[src/rtl/quant_pkg.sv]
// Shared quantisation constants for the requant/bound stage and the ReLU block.
// Both blocks take BO_BW from here so the bounded word width cannot drift apart.
package quant_pkg;

    localparam int ACC_BW_DEF = 24;
    localparam int BO_BW_DEF  = 8;
    localparam int SH_BW_DEF  = 5;
    localparam int CNT_BW_DEF = 16;

    localparam int BO_MAX = (2 ** (BO_BW_DEF - 1)) - 1;
    localparam int BO_MIN = -(2 ** (BO_BW_DEF - 1));

    // Shifting by ACC_BW or more would discard the sign, so cap at ACC_BW-1.
    function automatic int clamp_shift(input int sh, input int acc_bw);
        return (sh > acc_bw - 1) ? (acc_bw - 1) : sh;
    endfunction

endpackage

[src/rtl/bound_round_shift.sv]
// Combinational clamp + round-half-toward-+inf + arithmetic right shift.
// One guard bit above the accumulator keeps the rounding add from overflowing.
module bound_round_shift
    import quant_pkg::*;
#(
    parameter int ACC_BW = ACC_BW_DEF,
    parameter int SH_BW  = SH_BW_DEF
) (
    input  logic signed [ACC_BW-1:0] i_acc,
    input  logic        [SH_BW-1:0]  i_shift,
    output logic signed [ACC_BW-1:0] o_data
);

    logic        [SH_BW-1:0] w_sh;
    logic signed [ACC_BW:0]  w_ext;
    logic signed [ACC_BW:0]  w_rnd;
    logic signed [ACC_BW:0]  w_sum;
    logic signed [ACC_BW:0]  w_shr;

    always_comb begin
        w_sh  = SH_BW'(clamp_shift(int'(i_shift), ACC_BW));
        w_ext = {i_acc[ACC_BW-1], i_acc};
        w_rnd = '0;
        if (w_sh != '0) begin
            w_rnd = (ACC_BW + 1)'(1) << (w_sh - SH_BW'(1));
        end
        w_sum = w_ext + w_rnd;
        w_shr = w_sum >>> w_sh;
        // After a shift of at least one the result always fits back in ACC_BW.
        o_data = (w_sh == '0) ? i_acc : ACC_BW'(w_shr);
    end

endmodule

[src/rtl/bound_requant.sv]
// Two-stage requantiser: round-shift into s1, saturate to BO_BW into the output
// register, valid/ready on both sides, sticky saturation counter for the host.
module bound_requant
    import quant_pkg::*;
#(
    parameter int ACC_BW = ACC_BW_DEF,
    parameter int BO_BW  = BO_BW_DEF,
    parameter int SH_BW  = SH_BW_DEF,
    parameter int CNT_BW = CNT_BW_DEF
) (
    input  logic              clk,
    input  logic              reset,
    input  logic              i_valid,
    output logic              o_ready,
    input  logic [ACC_BW-1:0] i_acc_data,
    input  logic [SH_BW-1:0]  i_shift,
    output logic              o_valid,
    input  logic              i_ready,
    output logic [BO_BW-1:0]  o_bound_data,
    output logic [CNT_BW-1:0] o_sat_cnt,
    input  logic              i_sat_clr
);

    localparam int SAT_HI_I = (2 ** (BO_BW - 1)) - 1;
    localparam int SAT_LO_I = -(2 ** (BO_BW - 1));
    localparam logic signed [ACC_BW-1:0] SAT_HI = ACC_BW'(SAT_HI_I);
    localparam logic signed [ACC_BW-1:0] SAT_LO = ACC_BW'(SAT_LO_I);

    logic                     r_s1_valid;
    logic signed [ACC_BW-1:0] r_s1_data;
    logic                     r_out_valid;
    logic        [BO_BW-1:0]  r_bound_data;
    logic                     r_sat;
    logic        [CNT_BW-1:0] r_sat_cnt;

    logic                     w_en1;
    logic                     w_en2;
    logic signed [ACC_BW-1:0] w_shifted;
    logic        [BO_BW-1:0]  w_sat_data;
    logic                     w_sat;
    logic                     w_out_xfer;

    bound_round_shift #(
        .ACC_BW (ACC_BW),
        .SH_BW  (SH_BW)
    ) u_round_shift (
        .i_acc   ($signed(i_acc_data)),
        .i_shift (i_shift),
        .o_data  (w_shifted)
    );

    // No skid buffer: upstream ready follows downstream ready combinationally.
    assign w_en2      = !r_out_valid || i_ready;
    assign w_en1      = !r_s1_valid || w_en2;
    assign w_out_xfer = r_out_valid && i_ready;

    always_comb begin
        w_sat      = 1'b0;
        w_sat_data = r_s1_data[BO_BW-1:0];
        if (r_s1_data > SAT_HI) begin
            w_sat      = 1'b1;
            w_sat_data = BO_BW'(SAT_HI_I);
        end else if (r_s1_data < SAT_LO) begin
            w_sat      = 1'b1;
            w_sat_data = BO_BW'(SAT_LO_I);
        end
    end

    always_ff @(posedge clk) begin
        if (reset) begin
            r_s1_valid   <= 1'b0;
            r_s1_data    <= '0;
            r_out_valid  <= 1'b0;
            r_bound_data <= '0;
            r_sat        <= 1'b0;
            r_sat_cnt    <= '0;
        end else begin
            if (w_en1) begin
                r_s1_valid <= i_valid;
                if (i_valid) begin
                    r_s1_data <= w_shifted;
                end
            end
            if (w_en2) begin
                r_out_valid <= r_s1_valid;
                if (r_s1_valid) begin
                    r_bound_data <= w_sat_data;
                    r_sat        <= w_sat;
                end
            end
            // Clear wins over a same-cycle increment; the count saturates at all-ones.
            if (i_sat_clr) begin
                r_sat_cnt <= '0;
            end else if (w_out_xfer && r_sat && (r_sat_cnt != '1)) begin
                r_sat_cnt <= r_sat_cnt + CNT_BW'(1);
            end
        end
    end

    assign o_ready      = w_en1;
    assign o_valid      = r_out_valid;
    assign o_bound_data = r_bound_data;
    assign o_sat_cnt    = r_sat_cnt;

endmodule

[config.mk]
export PLATFORM = sky130hd
export DESIGN_NAME = bound_requant
export DESIGN_NICKNAME = d
export VERILOG_FILES = /design/src/rtl/quant_pkg.sv /design/src/rtl/bound_round_shift.sv /design/src/rtl/bound_requant.sv
export SDC_FILE = /design/constraint.sdc
export NUM_CORES = 1
export LEC_CHECK = 0
export CORE_MARGIN = 3
export CORE_UTILIZATION = 50
export CTS_CLUSTER_SIZE = 28
export DETAILED_ROUTE_END_ITERATION = 6
export PLACE_DENSITY_LB_ADDON = 0.2
export SKIP_CTS_REPAIR_TIMING = 1
export SLEW_MARGIN = 5
export SYNTH_ARGS = -nofsm -noshare
export SYNTH_HDL_FRONTEND = slang
export SYNTH_SLANG_ARGS = --single-unit
[constraint.sdc]
create_clock -name clk -period 5.5 [get_ports clk]
set_clock_uncertainty 0.1 [all_clocks]
set_input_delay 1.1 -clock clk [delete_from_list [all_inputs] [get_ports clk]]
set_output_delay 1.1 -clock clk [all_outputs]
set_load 0.01 [all_outputs]
==> flow_summary_export.csv, run 1 <==
group,metric,value,unit
routing,drc,0,
clocking,clock_latency,0.32,ns
power,cellLeakagePower,0.00248,uW
routing,drtIter0Drc,653,
routing,routed_wl,18800,um
critical_path,arrival,5.37,ns
clocking,cts-buffers-inserted,5,
logic_synthesis,synth_top_area_share,19.4,%
floorplan,dieArea,11800,sq um
clocking,htree_levels,2,
routing,wl_per_cell,19.9,um
logic_synthesis,ys_async_sr_fraction,0,%
power,combPwrFrac,40.5,%
run,maxCapViolations,0,
logic_synthesis,ys_top_cells_by_count,"nor2_1 (93), nand2_1 (88), a21oi_1 (61), dfxtp_1 (51), o21ai_0 (38)",
logic_synthesis,yosysMostFrequentCell,"nor2_1",
clocking,clockRootBuffer,"clkbuf_8",
grt,first_global_vias,5761,
placed_design,port_buffers,59,
cells_and_area,final_nets,869,
sta,timing_max_transition_violations_final,0,
logic_synthesis,syn_area,5260,sq um
sta,setup_violations,0,
grt,grt.overflow.total,0,
logic_synthesis,ys_types,82,
sta,tightest_slew,0.773,ns
logic_synthesis,ys_seq_area_share,19.4,%
critical_path,cp_num_buf_inv,3,
power,power_density,172,nW/um^2
cells_and_area,area_growth,19.7,%
critical_path,critPathTopFamily,"compound AO/OA/AOI/OAI gates",
sta,hold_viol,0,
sta,rsz0062_at_grt,"no",
outcome,status,"completed",
sta,max_slew_margin,47.8,%
power,power_frac_seq,37.8,%
critical_path,critPathRequiredTime,5.58,ns
cells_and_area,design_area,6300,sq um
placed_design,hpwl,14800,um
clocking,path_clk_slew,0.08,ns
hold_path,worstHoldPathType,"reg -> reg",
logic_synthesis,yosysTopAreaCell,"dfxtp_1",
power,switching_power,410,uW
grt,antenna_found_initial,0,
floorplan,start_util,52.6,%
power,switching_share,37.8,%
cells_and_area,num_antenna_cells,0,
routing,vias_per_cell,6.46,
placed_design,postPlaceCellArea,6200,sq um
grt,grt_pass1_wl,30000,um
critical_path,cp_slowest_cell,"clkdlybuf4s50_1",
logic_synthesis,synth_ff_type,"dfxtp_1",
floorplan,core_area,10000,sq um
routing,drtPass1Iterations,5,
critical_path,start_kind,"input port",
logic_synthesis,postSynthNetCount,799,
sta,clock.fmax,189,MHz
logic_synthesis,netlist_instances,739,
grt,grt_use_total,32.2,%
critical_path,end_kind,"flip-flop",
floorplan,num_io_pins,60,
logic_synthesis,synth_edf_count,0,
sta,holdWs,0.353,ns
grt,grt_max_degree,37,
sta,period_share,96.1,%
cells_and_area,layout-drive-gt1-share,10.6,%
logic_synthesis,ys_top_cells_by_area,"dfxtp_1 (19%), nor2_1 (6.6%), nand2_1 (6.3%), ha_1 (5.9%), a21oi_1 (5.8%)",
power,clockPowerShare,21.7,%
power,vdd_ir_drop_max,182,uV
critical_path,path_cells,"clkdlybuf4s50_1 -> buf_4 -> nand2_1 -> nor2_1 -> ha_1 -> and2_1 -> a221o_1 -> a21oi_1 -> nand4_1 -> a21oi_1 -> xor2_1 -> a21oi_1 -> o311ai_0 -> buf_4 -> a211oi_1",
logic_synthesis,ys_warn_count,0,
clocking,clk_path_buf_depth,2,
logic_synthesis,avgSynthCellArea,7.12,sq um
logic_synthesis,synth-seq-cells,51,
routing,via_count,6092,
floorplan,die_height,109,um
sta,period_minus_slack,5.28,ns
floorplan,fp-row-count,36,
routing,ant_nets,0,
placed_design,gp_congestion,1.03,
critical_path,crit_top_cell,"a21oi_1",
critical_path,critPathMaxFanout,9,
clocking,cts_tree,"built",
critical_path,criticalPathCategory,"in -> reg",
power,power.internal,675,uW
floorplan,die_w,109,um
critical_path,cp_slowest_stage_delay,0.67,ns
clocking,cts.sinks,51,
power by group through the flow:
stage	sequential, uW	clock [uW]	combinational (uW)
after floorplan	414	0	272
after global placement	416	0	422
after detailed placement	418	0	426
after CTS	409	236	428
after global routing	412	252	476
final	410	236	439
cells in the final DEF (no fill, tap or decap), types with 11 or more instances in the layout:
master,synthesis,layout
clkdlybuf4s50_1,0,59
nor3_1,30,30
nand3_1,22,22
a21o_1,17,17
a21oi_1,61,61
xnor2_1,11,11
mux2i_1,21,21
or3_1,11,11
buf_4,1,47
ha_1,25,25
dfxtp_1,51,51
nand4_1,13,13
o211ai_1,25,25
o21ai_0,38,38
and2_1,13,13
nor2_1,93,93
nand2_1,88,88
xor2_1,20,20
a211oi_1,14,14
metal layers:
layer	vias to the layer above	track usage, %	wire length (um)
li1	2905	-	-
met1	2852	42.8	7930
met2	279	53.0	8610
met3	56	3.40	1480
met4	0	13.5	764
met5	-	0	0
worst min-delay path, cell delays in order (launching register included):
cell     delay [ns]
dfxtp_1        0.32
nand2_1        0.05
a21oi_1        0.05
metrics by stage:
| stage | util [%] | setup WS (ns) | cells | total power (uW) | TNS [ns] |
|---|---|---|---|---|---|
| after floorplan | - | 0.541 | 739 | 687 | 0 |
| after global placement | 62.0 | -0.0619 | 935 | 839 | -0.0619 |
| after detailed placement | 62.0 | -0.0561 | 935 | 844 | -0.0561 |
| after CTS | 63.0 | 0.290 | 943 | 1070 | 0 |
| after global routing | 63.0 | 0.0464 | 943 | 1140 | 0 |
| final | 63.0 | 0.216 | 943 | 1090 | 0 |
sequential cells by signal, summed over array words and instances (netlist names):
| register | flops |
|---|---|
| r_s1_data | 24 |
| o_sat_cnt | 16 |
| o_bound_data | 8 |
| o_valid | 1 |
| r_s1_valid | 1 |
| r_sat | 1 |
cell families (layout without fill, tap and decap cells):
| family | Yosys count | count (layout) | share of synthesized area (%) |
|---|---|---|---|
| AO/OA/AOI/OAI | 244 | 244 | 32.8 |
| XOR/XNOR | 31 | 31 | 5.16 |
| adder cells (fa/ha/maj) | 26 | 26 | 6.33 |
| buffers and inverters | 54 | 125 | 4.02 |
| flip-flops | 51 | 51 | 19.4 |
| multiplexers | 27 | 27 | 5.49 |
| other | 1 | 1 | 0.0713 |
| AND/OR/NAND/NOR | 305 | 305 | 26.8 |
area by class of cell:
class	instances	area [sq um]
multi-input cells	634	4030
repair buffers	106	943
inverters	11	41.3
well taps	133	166
clock buffers	6	82.6
clock inverters	2	16.3
flip-flops and latches	51	1020
fillers	957	3700
path summary, 6_finish.rpt:
kind	from	endpoint	slack [ns]	cells after the start
min	o_bound_data[5]	o_bound_data[5]	0.35	2
min reg2reg	o_bound_data[5]	o_bound_data[5]	0.35	2
max reg2reg	o_sat_cnt[7]	o_sat_cnt[11]	3.05	10
max	i_shift[3]	r_s1_data[6]	0.22	15
No activity file was read; power rests on OpenSTA's default activity.
==> run 2: changes to the inputs <==
Settings changed: CELL_PAD_IN_SITES_DETAIL_PLACEMENT from default to 0, CELL_PAD_IN_SITES_GLOBAL_PLACEMENT from default to 2, CORE_UTILIZATION 50 to 33, RECOVER_POWER from default to 100, SKIP_CTS_REPAIR_TIMING 1 to default.
==> run 2 against run 1 <==
Against the previous run: utilization fell by 21 points; final cell count is 8.1% higher; via count is 3.4% lower; sequential power about the same; total power up 8.0%; final area increased by 1.7%; worst hold slack got worse by 0.0052 ns; count of clock-buffer cells in the layout grew 1; routed wire length rose by 8.7%; non-clock buffer count shrank 2; combinational power about the same; highest routed layer unchanged.
==> flow_summary_export.csv, run 2 (synthesis gave the netlist of run 1 again) <==
group,metric,value,unit
floorplan,num_io_pins,60,
cells_and_area,final_common_cell,"nor2_1",
sta,hold_viol,0,
critical_path,timing.rr.end,"o_sat_cnt[15]",
critical_path,worstRegToRegCells,10,
critical_path,critPathTopFamily,"compound AO/OA/AOI/OAI gates",
clocking,cts_tree,"built",
outcome,status,"completed",
clocking,path_clk_slew,0.07,ns
hold_path,worstHoldPathType,"reg -> reg",
clocking,cts.sinks,51,
floorplan,die_w,132,um
critical_path,crit_cells,15,
critical_path,r2r_slack,3.06,ns
placed_design,port_buffers,59,
sta,rsz0062_at_grt,"no",
floorplan,start_util,34.2,%
cells_and_area,final_cell_mix,"nor2_1 (93), nand2_1 (88), a21oi_1 (62)",
grt,grt.overflow.total,0,
power,total_power,1170,uW
floorplan,dieArea,17500,sq um
critical_path,cp_slowest_stage_delay,0.59,ns
sta,max_slew_margin,41.0,%
grt,grt_max_degree,31,
power,cellLeakagePower,0.00256,uW
routing,wl_per_cell,20.0,um
sta,holdWs,0.347,ns
grt,grt_pass1_wl,31900,um
placed_design,gp_congestion,0.916,
sta,timing_max_transition_violations_final,0,
floorplan,fp-row-count,45,
routing,vias_per_cell,5.78,
sta,setup_violations,0,
power,vdd_ir_drop_max,117,uV
cells_and_area,largest_register,"r_s1_data",
routing,drtPass1Iterations,5,
clocking,clk_path_buf_depth,2,
run,maxCapViolations,0,
routing,drtIter0Drc,507,
hold_path,hold_path_startpoint,"o_bound_data[1]",
sta,clock.fmax,191,MHz
sta,finalWorstSetupSlack,0.268,ns
routing,drc,0,
floorplan,die_height,132,um
cells_and_area,final_nets,867,
critical_path,cp-endpoint,"r_s1_data[6]",
cells_and_area,final_cells,1019,
grt,grt_use_total,22.7,%
critical_path,path_cells,"clkdlybuf4s50_1 -> clkinv_1 -> nand3_1 -> nor2_1 -> ha_1 -> and2_1 -> a221o_1 -> a311o_1 -> a21oi_1 -> o22ai_2 -> o21ai_0 -> a21oi_1 -> o311ai_0 -> buf_4 -> a211oi_1",
placed_design,post-place-ws,-0.0115,ns
critical_path,start_kind,"input port",
sta,period_minus_slack,5.23,ns
clocking,clock_latency,0.29,ns
floorplan,core_area,15400,sq um
clocking,cts-buffers-inserted,5,
critical_path,startpoint,"i_shift[2]",
critical_path,end_kind,"flip-flop",
power,power_density,183,nW/um^2
cells_and_area,num_antenna_cells,0,
critical_path,arrival,5.27,ns
critical_path,cp_slowest_cell,"o311ai_0",
sta,period_share,95.1,%
cells_and_area,design_area,6410,sq um
critical_path,r2r_start,"o_sat_cnt[9]",
clocking,htree_levels,2,
cells_and_area,layout-drive-gt1-share,9.78,%
routing,via_count,5885,
routing,ant_nets,0,
critical_path,cp_num_buf_inv,3,
placed_design,hpwl,16500,um
cells_and_area,area_growth,21.8,%
placed_design,dp_cells,1010,
critical_path,critPathRequiredTime,5.53,ns
critical_path,crit_top_cell,"a21oi_1",
grt,first_global_vias,5568,
critical_path,criticalPathCategory,"in -> reg",
critical_path,critPathMaxFanout,7,
placed_design,postPlaceCellArea,6270,sq um
clocking,clockRootBuffer,"clkbuf_16",
cells_and_area,largest_reg_flops,24,
grt,antenna_found_initial,0,
routing,routed_wl,20400,um
sta,tightest_slew,0.884,ns
clocking,cts_hold_buf,0,
## run 2: cell types whose count changed in the layout (fill, tap and decap cells not counted), sizes merged
cell	previous run	this run
clkbuf	6	11
buf	47	41
clkinvlp	1	0
dlygate4sd3	0	27
clkdlybuf4s50	59	32
## run 2: area by class of cell
class | count | area [sq um]
Clock buffer | 7 | 143
Clock inverter | 1 | 8.76
Fill cell | 1639 | 8960
Inverter | 11 | 41.3
Multi-Input combinational cell | 634 | 4010
Sequential cell | 51 | 1020
Tap cell | 211 | 264
Timing Repair Buffer | 104 | 917
## run 2: timing repair
action,4_1_cts,5_1_grt
buffers inserted,0,1
endpoints found under the setup margin,0,2
resized for setup,0,1
## run 2: worst min path at each step
stage          cells after the start  slack (ns)         endpoint
6_report                           2        0.35  o_bound_data[1]
2_1_floorplan                      2        0.35    r_s1_data[21]
4_1_cts                            2        0.35  o_bound_data[1]
3_5_place_dp                       2        0.35  o_bound_data[1]
3_3_place_gp                       2        0.34  o_bound_data[1]
5_1_grt                            2        0.37  o_bound_data[3]
## run 2: power breakdown
group,internal [uW],switching (uW)
logic,175,264
clock network,182,140
registers,392,17.6
## run 2: routing by layer
layer / vias up / part of all wire [%] / track usage [%]
met5: - / 0 / 0
met4: 0 / 2.3 / 6.41
met1: 2802 / 46 / 30.7
li1: 2882 / - / -
met3: 26 / 5.0 / 2.29
met2: 175 / 47 / 38.7
## run 2: metrics by stage
step	utilization (%)	TNS (ns)
floorplan	-	0
global placement	40.8	0
detailed placement	40.8	-0.0119
CTS	41.8	0
global route	41.7	0
finish	41.7	0
## run 2: tightest hold or removal path: stages, from the launching register on
cell and delay [ns]:
dfxtp_1 0.31, nand2_1 0.05, a21oi_1 0.05
==> run 3: changes to the inputs <==
Settings changed: CORE_MARGIN 3 to default, GPL_TIMING_DRIVEN from default to 0, SKIP_CTS_REPAIR_TIMING from default to 1.
==> run 3 against run 2 <==
Against the previous run: global-route usage grew 1.4 points; total power grew 6.3%; first-iteration DRC count is the same; sequential power is essentially flat; clock power grew 24%; utilization grew 0.20 points; count of clock-buffer cells in the layout shrank 2; critical path depth grew 2; register-to-register slack lost 0.03 ns; combinational power is essentially flat; maximum frequency shrank 2.0%; largest cell class unchanged; critical endpoint is now r_s1_data[5]; sequential cell count is the same.
==> flow_summary_export.csv, run 3 (synthesis gave the netlist of run 1 again) <==
group,metric,value,unit
clocking,cts_tree,"built",
clocking,path_clk_slew,0.07,ns
cells_and_area,largest_register,"r_s1_data",
cells_and_area,final_nets,862,
cells_and_area,layout-drive-gt1-share,9.71,%
critical_path,start_kind,"input port",
floorplan,dieArea,16400,sq um
sta,setup_violations,0,
placed_design,port_buffers,54,
floorplan,fp-row-count,45,
sta,timing_max_transition_violations_final,0,
placed_design,postPlaceCellArea,6060,sq um
sta,period_share,97.1,%
grt,antenna_found_initial,0,
grt,grt_max_degree,17,
run,maxCapViolations,0,
floorplan,die_height,128,um
routing,drtIter0Drc,507,
grt,grt_busiest_layer,"met2",
grt,met1_usage,32.2,%
power,cellLeakagePower,0.00249,uW
grt,grt_use_total,24.1,%
floorplan,core_area,15400,sq um
routing,drtPass1Iterations,5,
power,switching_share,34.5,%
sta,max_slew_margin,48.3,%
grt,grt_use_met2,40.8,%
critical_path,end_kind,"flip-flop",
cells_and_area,final_common_cell,"nor2_1",
sta,hold_viol,0,
routing,via_count,5875,
sta,period_minus_slack,5.34,ns
clocking,cts.sinks,51,
placed_design,hpwl,16100,um
critical_path,critPathMaxFanout,10,
grt,grt_pass1_wl,30800,um
routing,vias_per_cell,5.79,
floorplan,die_w,128,um
routing,drc,0,
floorplan,start_util,34.2,%
sta,setup_tns,0,ns
cells_and_area,largest_reg_flops,24,
power,combPwrFrac,35.2,%
routing,ant_nets,0,
critical_path,criticalPathCategory,"in -> reg",
sta,clock.fmax,187,MHz
clocking,clk_path_buf_depth,2,
grt,first_global_vias,5404,
critical_path,arrival,5.39,ns
outcome,status,"completed",
cells_and_area,design_area,6440,sq um
cells_and_area,num_antenna_cells,0,
routing,routed_wl,19900,um
clocking,clockRootBuffer,"clkbuf_16",
power,clockPowerShare,32.0,%
routing,wl_per_cell,19.6,um
power,power.internal,816,uW
power,vdd_ir_drop_max,137,uV
cells_and_area,finalCoreUtilization,41.9,%
grt,grt.overflow.total,0,
floorplan,num_io_pins,60,
power,power_density,194,nW/um^2
cells_and_area,area_growth,22.4,%
clocking,cts-buffers-inserted,5,
placed_design,gp_congestion,0.945,
sta,tightest_slew,0.767,ns
power,switching_power,430,uW
critical_path,critPathRequiredTime,5.55,ns
grt,grt_util_met3,2.42,%
cells_and_area,final_cell_mix,"nor2_1 (92), nand2_1 (87), a21oi_1 (54)",
clocking,clock_latency,0.29,ns
power,power_frac_seq,32.8,%
clocking,htree_levels,2,
hold_path,worstHoldPathType,"reg -> reg",
-- run 3: cell types whose count changed in the layout (fill, tap and decap cells not counted), sizes merged --
cell / delta
bufinv: +2
clkinvlp: +1
clkdlybuf4s50: -5
buf: -28
clkinv: -1
clkbuf: +26
-- run 3: critical path, cell delays in order --
cell,delay [ns]
clkdlybuf4s50_1,0.53
a21o_2,0.28
nor2_4,0.10
nand2_1,0.13
buf_2,0.30
nor2_1,0.09
ha_1,0.25
a21o_1,0.20
a221o_1,0.39
a21oi_1,0.17
nand4_1,0.27
a21oi_1,0.25
xor2_1,0.40
mux2i_1,0.19
o31ai_4,0.34
o32a_1,0.30
a211oi_1,0.09
-- run 3: path summary, 6_finish.rpt --
path                                 startpoint               to  depth (start not counted)  slack, ns
worst max-delay path                 i_shift[3]     r_s1_data[5]                         17       0.16
worst min-delay path            o_bound_data[3]  o_bound_data[3]                          2       0.35
worst max register to register          o_valid     r_s1_data[9]                          8       3.03
worst min register to register  o_bound_data[3]  o_bound_data[3]                          2       0.35
-- run 3: cell type report --
| cell class | count | area [sq um] |
|---|---|---|
| inverter | 11 | 43.8 |
| multi-input combinational | 634 | 4160 |
| fill | 1639 | 8930 |
| clock buffer | 5 | 125 |
| timing repair buffer | 58 | 571 |
| sequential | 51 | 1020 |
| clock inverter | 3 | 67.6 |
| buffer | 41 | 189 |
| tap | 211 | 264 |
-- run 3: power by group through the flow --
stage               Sequential (uW)  Clock [uW]  Combinational, uW
detailed placement              417           0                413
global placement                416           0                413
global route                    412         422                472
floorplan                       414           0                272
finish                          409         399                439
CTS                             409         407                414
-- run 3: stage by stage --
step | worst slack (ns) | cells | hold WS (ns) | total power, uW
4_1_cts | -0.918 | 1012 | 0.353 | 1230
3_5_place_dp | -1.20 | 1004 | 0.346 | 829
3_3_place_gp | -1.20 | 1004 | 0.340 | 829
5_1_grt | -0.00223 | 1014 | 0.369 | 1310
2_1_floorplan | 0.541 | 739 | 0.349 | 687
6_report | 0.162 | 1014 | 0.346 | 1250
-- run 3: layer usage --
| metal | wire length [um] | share of wire, % |
|---|---|---|
| met1 | 9120 | 46 |
| met2 | 9340 | 47 |
| met3 | 948 | 4.8 |
| met4 | 490 | 2.5 |
| met5 | 0 | 0 |
